File: src/rtl/pipe_stage_pkg.sv
// ---------------------------------------------------------------------------
// pipe_stage_pkg
// Shared definitions for the two-entry pipeline stage register:
//   - state_e       : occupancy state (EMPTY / BUSY = main only / FULL = main+skid)
//   - CTRL_* index  : bit positions inside the control-enable vector
//   - DEF_*         : default payload widths used by pipe_stage_reg
// ---------------------------------------------------------------------------
package pipe_stage_pkg;

    localparam int DEF_DATA_W  = 32;
    localparam int DEF_DEST_W  = 4;
    localparam int DEF_CTRL_W  = 2;

    // Control-enable bit positions
    localparam int CTRL_WB_EN    = 0;
    localparam int CTRL_MEM_R_EN = 1;

    localparam int STALL_CNT_W = 16;

    typedef enum logic [1:0] {
        ST_EMPTY = 2'd0,
        ST_BUSY  = 2'd1,
        ST_FULL  = 2'd2
    } state_e;

endpackage

File: src/rtl/pipe_stage_entry.sv
// ---------------------------------------------------------------------------
// pipe_stage_entry
// Load-enabled payload register with asynchronous active-low clear.
// Ports:
//   clk      in   clock, rising edge
//   reset_n  in   async active-low clear of the stored payload
//   load_i   in   capture d_i at the next rising edge
//   d_i      in   [W-1:0] payload to capture
//   q_o      out  [W-1:0] stored payload
// ---------------------------------------------------------------------------
module pipe_stage_entry #(
    parameter int W = 8
) (
    input  logic         clk,
    input  logic         reset_n,
    input  logic         load_i,
    input  logic [W-1:0] d_i,
    output logic [W-1:0] q_o
);

    logic [W-1:0] data_q;

    always_ff @(posedge clk or negedge reset_n) begin
        if (!reset_n) begin
            data_q <= '0;
        end else if (load_i) begin
            data_q <= d_i;
        end
    end

    assign q_o = data_q;

endmodule

File: src/rtl/pipe_stage_reg.sv
// ---------------------------------------------------------------------------
// pipe_stage_reg
// Two-entry (main + skid) valid/ready pipeline stage register carrying a
// control-enable vector, two data words and a destination index.
// in_ready depends only on local state and freeze/flush, never on out_ready,
// so the ready path is registered-cut between neighbouring stages.
//
// Optional feature (macro PIPE_STAGE_STALL_CNT_EN): adds output stall_cnt,
// a saturating 16-bit count of cycles holding data without an output transfer.
//
// Ports:
//   clk, reset_n          clock (rising edge), async active-low reset
//   freeze                stall: no transfer on either side, hold everything
//   flush                 drop all held entries at the next edge
//   in_valid / in_ready   upstream handshake
//   in_ctrl/alu/mem/dest  incoming payload
//   out_valid / out_ready downstream handshake
//   out_ctrl/alu/mem/dest outgoing payload (out_ctrl zero when not valid)
//   stall_cnt             [15:0] stall counter (macro builds only)
// ---------------------------------------------------------------------------
module pipe_stage_reg
    import pipe_stage_pkg::*;
#(
    parameter int DATA_W = DEF_DATA_W,
    parameter int DEST_W = DEF_DEST_W,
    parameter int CTRL_W = DEF_CTRL_W
) (
    input  logic              clk,
    input  logic              reset_n,
    input  logic              freeze,
    input  logic              flush,
    input  logic              in_valid,
    output logic              in_ready,
    input  logic [CTRL_W-1:0] in_ctrl,
    input  logic [DATA_W-1:0] in_alu,
    input  logic [DATA_W-1:0] in_mem,
    input  logic [DEST_W-1:0] in_dest,
    output logic              out_valid,
    input  logic              out_ready,
    output logic [CTRL_W-1:0] out_ctrl,
    output logic [DATA_W-1:0] out_alu,
    output logic [DATA_W-1:0] out_mem,
    output logic [DEST_W-1:0] out_dest
`ifdef PIPE_STAGE_STALL_CNT_EN
    ,
    output logic [STALL_CNT_W-1:0] stall_cnt
`endif
);

    localparam int PAY_W = CTRL_W + 2 * DATA_W + DEST_W;

    state_e             state_q, state_d;
    logic [PAY_W-1:0]   in_pay, main_pay, skid_pay, main_d;
    logic               main_load, skid_load;
    logic               in_xfer, out_xfer;
    logic [CTRL_W-1:0]  main_ctrl;

    // freeze/flush gate both handshakes, so no load can happen under them
    assign in_ready  = (state_q != ST_FULL)  && !freeze && !flush;
    assign out_valid = (state_q != ST_EMPTY) && !freeze && !flush;
    assign in_xfer   = in_valid  && in_ready;
    assign out_xfer  = out_valid && out_ready;

    assign in_pay = {in_ctrl, in_alu, in_mem, in_dest};

    always_comb begin
        state_d   = state_q;
        main_load = 1'b0;
        skid_load = 1'b0;
        main_d    = in_pay;
        case (state_q)
            ST_EMPTY: begin
                if (in_xfer) begin
                    main_load = 1'b1;
                    state_d   = ST_BUSY;
                end
            end
            ST_BUSY: begin
                if (in_xfer && out_xfer) begin
                    main_load = 1'b1;
                end else if (in_xfer) begin
                    skid_load = 1'b1;
                    state_d   = ST_FULL;
                end else if (out_xfer) begin
                    state_d = ST_EMPTY;
                end
            end
            ST_FULL: begin
                // in_ready is low here, so only the skid->main move can occur
                if (out_xfer) begin
                    main_load = 1'b1;
                    main_d    = skid_pay;
                    state_d   = ST_BUSY;
                end
            end
            default: state_d = ST_EMPTY;
        endcase
        // Flush only clears occupancy; payload registers keep their contents
        if (flush) begin
            state_d = ST_EMPTY;
        end
    end

    always_ff @(posedge clk or negedge reset_n) begin
        if (!reset_n) begin
            state_q <= ST_EMPTY;
        end else begin
            state_q <= state_d;
        end
    end

    pipe_stage_entry #(.W(PAY_W)) u_main (
        .clk     (clk),
        .reset_n (reset_n),
        .load_i  (main_load),
        .d_i     (main_d),
        .q_o     (main_pay)
    );

    pipe_stage_entry #(.W(PAY_W)) u_skid (
        .clk     (clk),
        .reset_n (reset_n),
        .load_i  (skid_load),
        .d_i     (in_pay),
        .q_o     (skid_pay)
    );

    assign {main_ctrl, out_alu, out_mem, out_dest} = main_pay;

    // A bubble must never assert write-back or memory-read enables
    assign out_ctrl = out_valid ? main_ctrl : '0;

`ifdef PIPE_STAGE_STALL_CNT_EN
    logic [STALL_CNT_W-1:0] stall_q, stall_d;

    always_comb begin
        stall_d = stall_q;
        if ((state_q != ST_EMPTY) && !out_xfer && (stall_q != {STALL_CNT_W{1'b1}})) begin
            stall_d = stall_q + 1'b1;
        end
    end

    always_ff @(posedge clk or negedge reset_n) begin
        if (!reset_n) begin
            stall_q <= '0;
        end else begin
            stall_q <= stall_d;
        end
    end

    assign stall_cnt = stall_q;
`endif

endmodule

File: config.mk
export PLATFORM = sky130hd
export DESIGN_NAME = pipe_stage_reg
export DESIGN_NICKNAME = d
export VERILOG_FILES = /design/src/rtl/pipe_stage_pkg.sv /design/src/rtl/pipe_stage_entry.sv /design/src/rtl/pipe_stage_reg.sv
export SDC_FILE = /design/constraint.sdc
export NUM_CORES = 1
export LEC_CHECK = 0
export ABC_AREA = 1
export BUFFER_PORTS_ARGS = -buffer_cell sky130_fd_sc_hd__buf_2
export CAP_MARGIN = 25
export CORE_ASPECT_RATIO = 1.1
export CORE_MARGIN = 1
export CORE_UTILIZATION = 50
export DETAILED_ROUTE_END_ITERATION = 8
export PLACE_DENSITY = 0.83
export RECOVER_POWER = 50
export REMOVE_ABC_BUFFERS = 1
export SLEW_MARGIN = 20
export SYNTH_ARGS = -nofsm -noshare
export SYNTH_HDL_FRONTEND = slang
export SYNTH_SLANG_ARGS = --single-unit
File: constraint.sdc
create_clock -name clk -period 1.4 [get_ports clk]
set_input_delay 0.14 -clock clk [delete_from_list [all_inputs] [get_ports clk]]
set_output_delay 0.14 -clock clk [all_outputs]
set_load 0.01 [all_outputs]
==> impl_metrics.py <==
metrics = {
    "clocking": {
        "cts_sinks": 142,
        "root_buffer": "clkbuf_16",
        "cts_made_buffers": 17,
        "clk_latency_ps": 430,
        "cts_tree": "yes",
        "clk_path_buf_depth": 2,
        "cts.reportedPaths.clkPinSlew_ps": 60,
        "htreeDepth": 4,
    },
    "yosys": {
        "syn_inst": 943,
        "synth_top_area_cell": "dfrtp_1",
        "ys_async_sr_fraction_pct": 100,
        "seq_area_frac_synth_pct": 48.8,
        "synth-main-ff-cell": "dfrtp_1",
        "synth_most_common_cell": "nand2_1",
        "synth_edf_count": 0,
        "netlist-cell-type-count": 22,
        "synthTopCellsByArea": "dfrtp_1 49%, nand2_1 18%, nand3_1 9.9%",
        "yosys-top-cells-count": "359 x nand2_1, 144 x nand3_1, 142 x dfrtp_1",
        "syn_avg_cell_area_sq_um": 7.72,
        "synth_top_area_share_pct": 48.8,
        "ys_warn_count": 0,
        "ys_seq_elements": 142,
        "syn_area_sq_mm": 0.00728,
    },
    "critical_path": {
        "slowest_stage": "dfrtp_1",
        "endpoint_kind": "flop",
        "startpoint_type": "flop",
        "path_max_fanout": 20,
        "crit_chain": "buf_6 -> inv_4 -> nand2_4 -> nand3_4 -> inv_8 -> buf_4 -> nand3_1 -> nand2_1 -> nand2_1 -> nand2_1",
        "r2r_slack_ps": -260,
        "critical_path_class": "flop to flop",
        "cp.required_ps": 1770,
        "arrival_ps": 2030,
        "cpPeakStageDelay_ps": 420,
        "crit_path_frequent_cell": "nand2_1",
        "worst-path-buf-inv": 4,
        "cpLargestDelayFamily": "simple AND/OR/NAND/NOR gates",
    },
    "placed_design": {
        "numPortBuffers": 147,
        "place_area_sq_mm": 0.00782,
        "routabilityCongestion": 0.777,
        "place_hpwl_mm": 10.7,
    },
    "timing": {
        "skew_ps": 10.5,
        "rsz0062_at_grt": "yes",
        "slew_viol_final": 0,
        "fmax_ghz": 0.601,
        "setup_violations": 146,
        "finalHoldViolations": 0,
        "timing.final.crit_share_pct": 119,
        "setup_ws_ps": -265,
        "slew_headroom_pct": 52.4,
        "worst_pin_slew_ps": 714,
        "min_period_ps": 1660,
    },
    "global_route": {
        "antenna_found_initial": 0,
        "grt_pass1_vias": 6476,
        "grt_usage_pct": 26.9,
        "grt_max_degree": 65,
        "grt_overflow": 0,
        "grt_pass1_wl_mm": 31.2,
    },
    "detailed_routing": {
        "vias": 7082,
        "totalWireLength_mm": 21.8,
        "drtPass1Iterations": 5,
        "ant_nets": 0,
        "wl_per_cell_microns": 16.5,
        "vias_per_cell": 5.36,
        "drc": 0,
        "drt-initial-drc-count": 739,
    },
    "finish": {
        "n_fill_cell": 961,
        "finalInstanceArea_sq_mm": 0.00989,
        "area_growth_pct": 35.8,
        "antenna_cells": 0,
        "nets": 1197,
        "drive_gt1_share_pct": 27.2,
    },
    "floorplanning": {
        "die_y_microns": 129,
        "die_w_microns": 117,
        "core_region_area_sq_mm": 0.0140,
        "num_rows": 45,
        "io_pins": 148,
        "start_util_pct": 52.0,
        "die-area_sq_mm": 0.0151,
    },
    "pwr": {
        "p_leak_nw": 5.50,
        "combPwrFrac_pct": 25.6,
        "total_power_mw": 15.3,
        "power_per_cell_area_mw_per_mm2": 1550,
        "seq_power_share_pct": 43.4,
        "p_int_mw": 10.5,
        "ir_drop_uv": 785,
        "sw_frac_of_total_pct": 31.8,
        "pwr-share-clk_pct": 31.0,
        "p_switching_mw": 4.87,
    },
    "flow_run": {
        "drv_cap": 0,
    },
    "status": {
        "status": "finished, violations left",
        "violations": "setup timing",
    },
    "hold_path": {
        "hold_class": "input port to flop",
    },
}
==> final timing paths <==
path                           startpoint             end  cells after the start
max                            state_q[1]  u_main.q_o[39]                     10
min                             out_ready      state_q[0]                      5
max reg2reg                    state_q[1]  u_main.q_o[39]                     10
min reg2reg                u_skid.q_o[17]  u_skid.q_o[17]                      2
max in group asynchronous         reset_n  u_skid.q_o[38]                      3
min in group asynchronous         reset_n  u_main.q_o[28]                      2
==> routing by layer <==
layer | track usage (%) | wire length, microns | up-vias
met3 | 5.93 | 1550 | 90
met2 | 43.8 | 11000 | 397
met5 | 0 | 0 | -
met1 | 33.5 | 8430 | 3339
li1 | - | - | 3256
met4 | 14.1 | 874 | 0
==> kinds of logic after synthesis <==
kind of cell / after synthesis / share of synthesized area (%)
compound gates: 71 / 4.90
buf+inv: 207 / 16.1
flops: 142 / 48.8
simple gates: 523 / 30.2
==> worst register-to-register path, stage by stage, from the launching register on <==
cell and delay (ps):
dfrtp_1 420, buf_6 140, inv_4 40, nand2_4 70
nand3_4 150, inv_8 150, buf_4 260, nand3_1 120
nand2_1 120, nand2_1 80, nand2_1 60
==> power by group through the flow <==
stage          combinational, mW  sequential [mW]  clock [mW]
2_1_floorplan               1.53             6.73           0
3_3_place_gp                3.12             6.49           0
3_5_place_dp                3.25             6.53           0
4_1_cts                     3.57             6.49        4.80
5_1_grt                     4.35             6.79        4.98
6_report                    3.92             6.66        4.76
==> cell usage in the layout (no fill, tap or decap), types with 3 or more instances in the layout <==
cell type	Yosys	layout
buf_12	0	9
buf_16	0	4
buf_2	20	145
buf_4	77	26
buf_6	11	14
bufinv_16	0	4
clkbuf_1	17	3
clkbuf_16	0	25
clkbuf_4	0	4
clkinv_2	0	5
dfrtp_1	142	142
dlygate4sd3_1	0	71
inv_1	76	75
nand2_1	359	320
nand2_2	4	26
nand2_4	0	16
nand3_1	144	143
nand3_4	1	3
nand4_1	3	3
nor2_1	7	5
o21ai_0	35	16
o21ai_1	35	46
o21ai_2	0	7
==> final cells by class <==
type | count | area (sq um) | share of cell area [%]
flip-flops and latches | 142 | 3550 | 35.9
multi-input cells | 595 | 2840 | 28.7
repair buffers | 285 | 2340 | 23.6
clock inverters | 12 | 169 | 1.71
well taps | 188 | 235 | 2.38
clock buffers | 19 | 443 | 4.48
inverters | 80 | 318 | 3.21
==> repair_timing <==
| item | 4_1_cts | 5_1_grt |
|---|---|---|
| pin swaps | 5 | 7 |
| gates cloned | 3 | 13 |
| gates resized for setup | 62 | 69 |
| setup endpoints to repair | 144 | 146 |
| hold buffers | 71 | 0 |
| hold endpoints to repair | 112 | 0 |
| buffers inserted | 7 | 8 |
==> state kept, by name (all words and copies together) (netlist names) <==
name,flops
state_q,2
u_main.q_o,70
u_skid.q_o,70
==> through the flow <==
| step | std cells | setup slack (ps) | hold WS, ps | utilization [%] | setup TNS, ps |
|---|---|---|---|---|---|
| 3_5_place_dp | 1191 | -92.3 | 132 | 55.8 | -7080 |
| 4_1_cts | 1302 | -179 | 146 | 67.4 | -16460 |
| 5_1_grt | 1321 | -316 | 229 | 70.6 | -36040 |
| 2_1_floorplan | 816 | -2380 | -156 | - | -259540 |
| 3_3_place_gp | 1191 | -10.8 | 132 | 55.8 | -111 |
| 6_report | 1321 | -265 | 178 | 70.6 | -25570 |
Note: power is estimated with default switching activity, not from simulation.
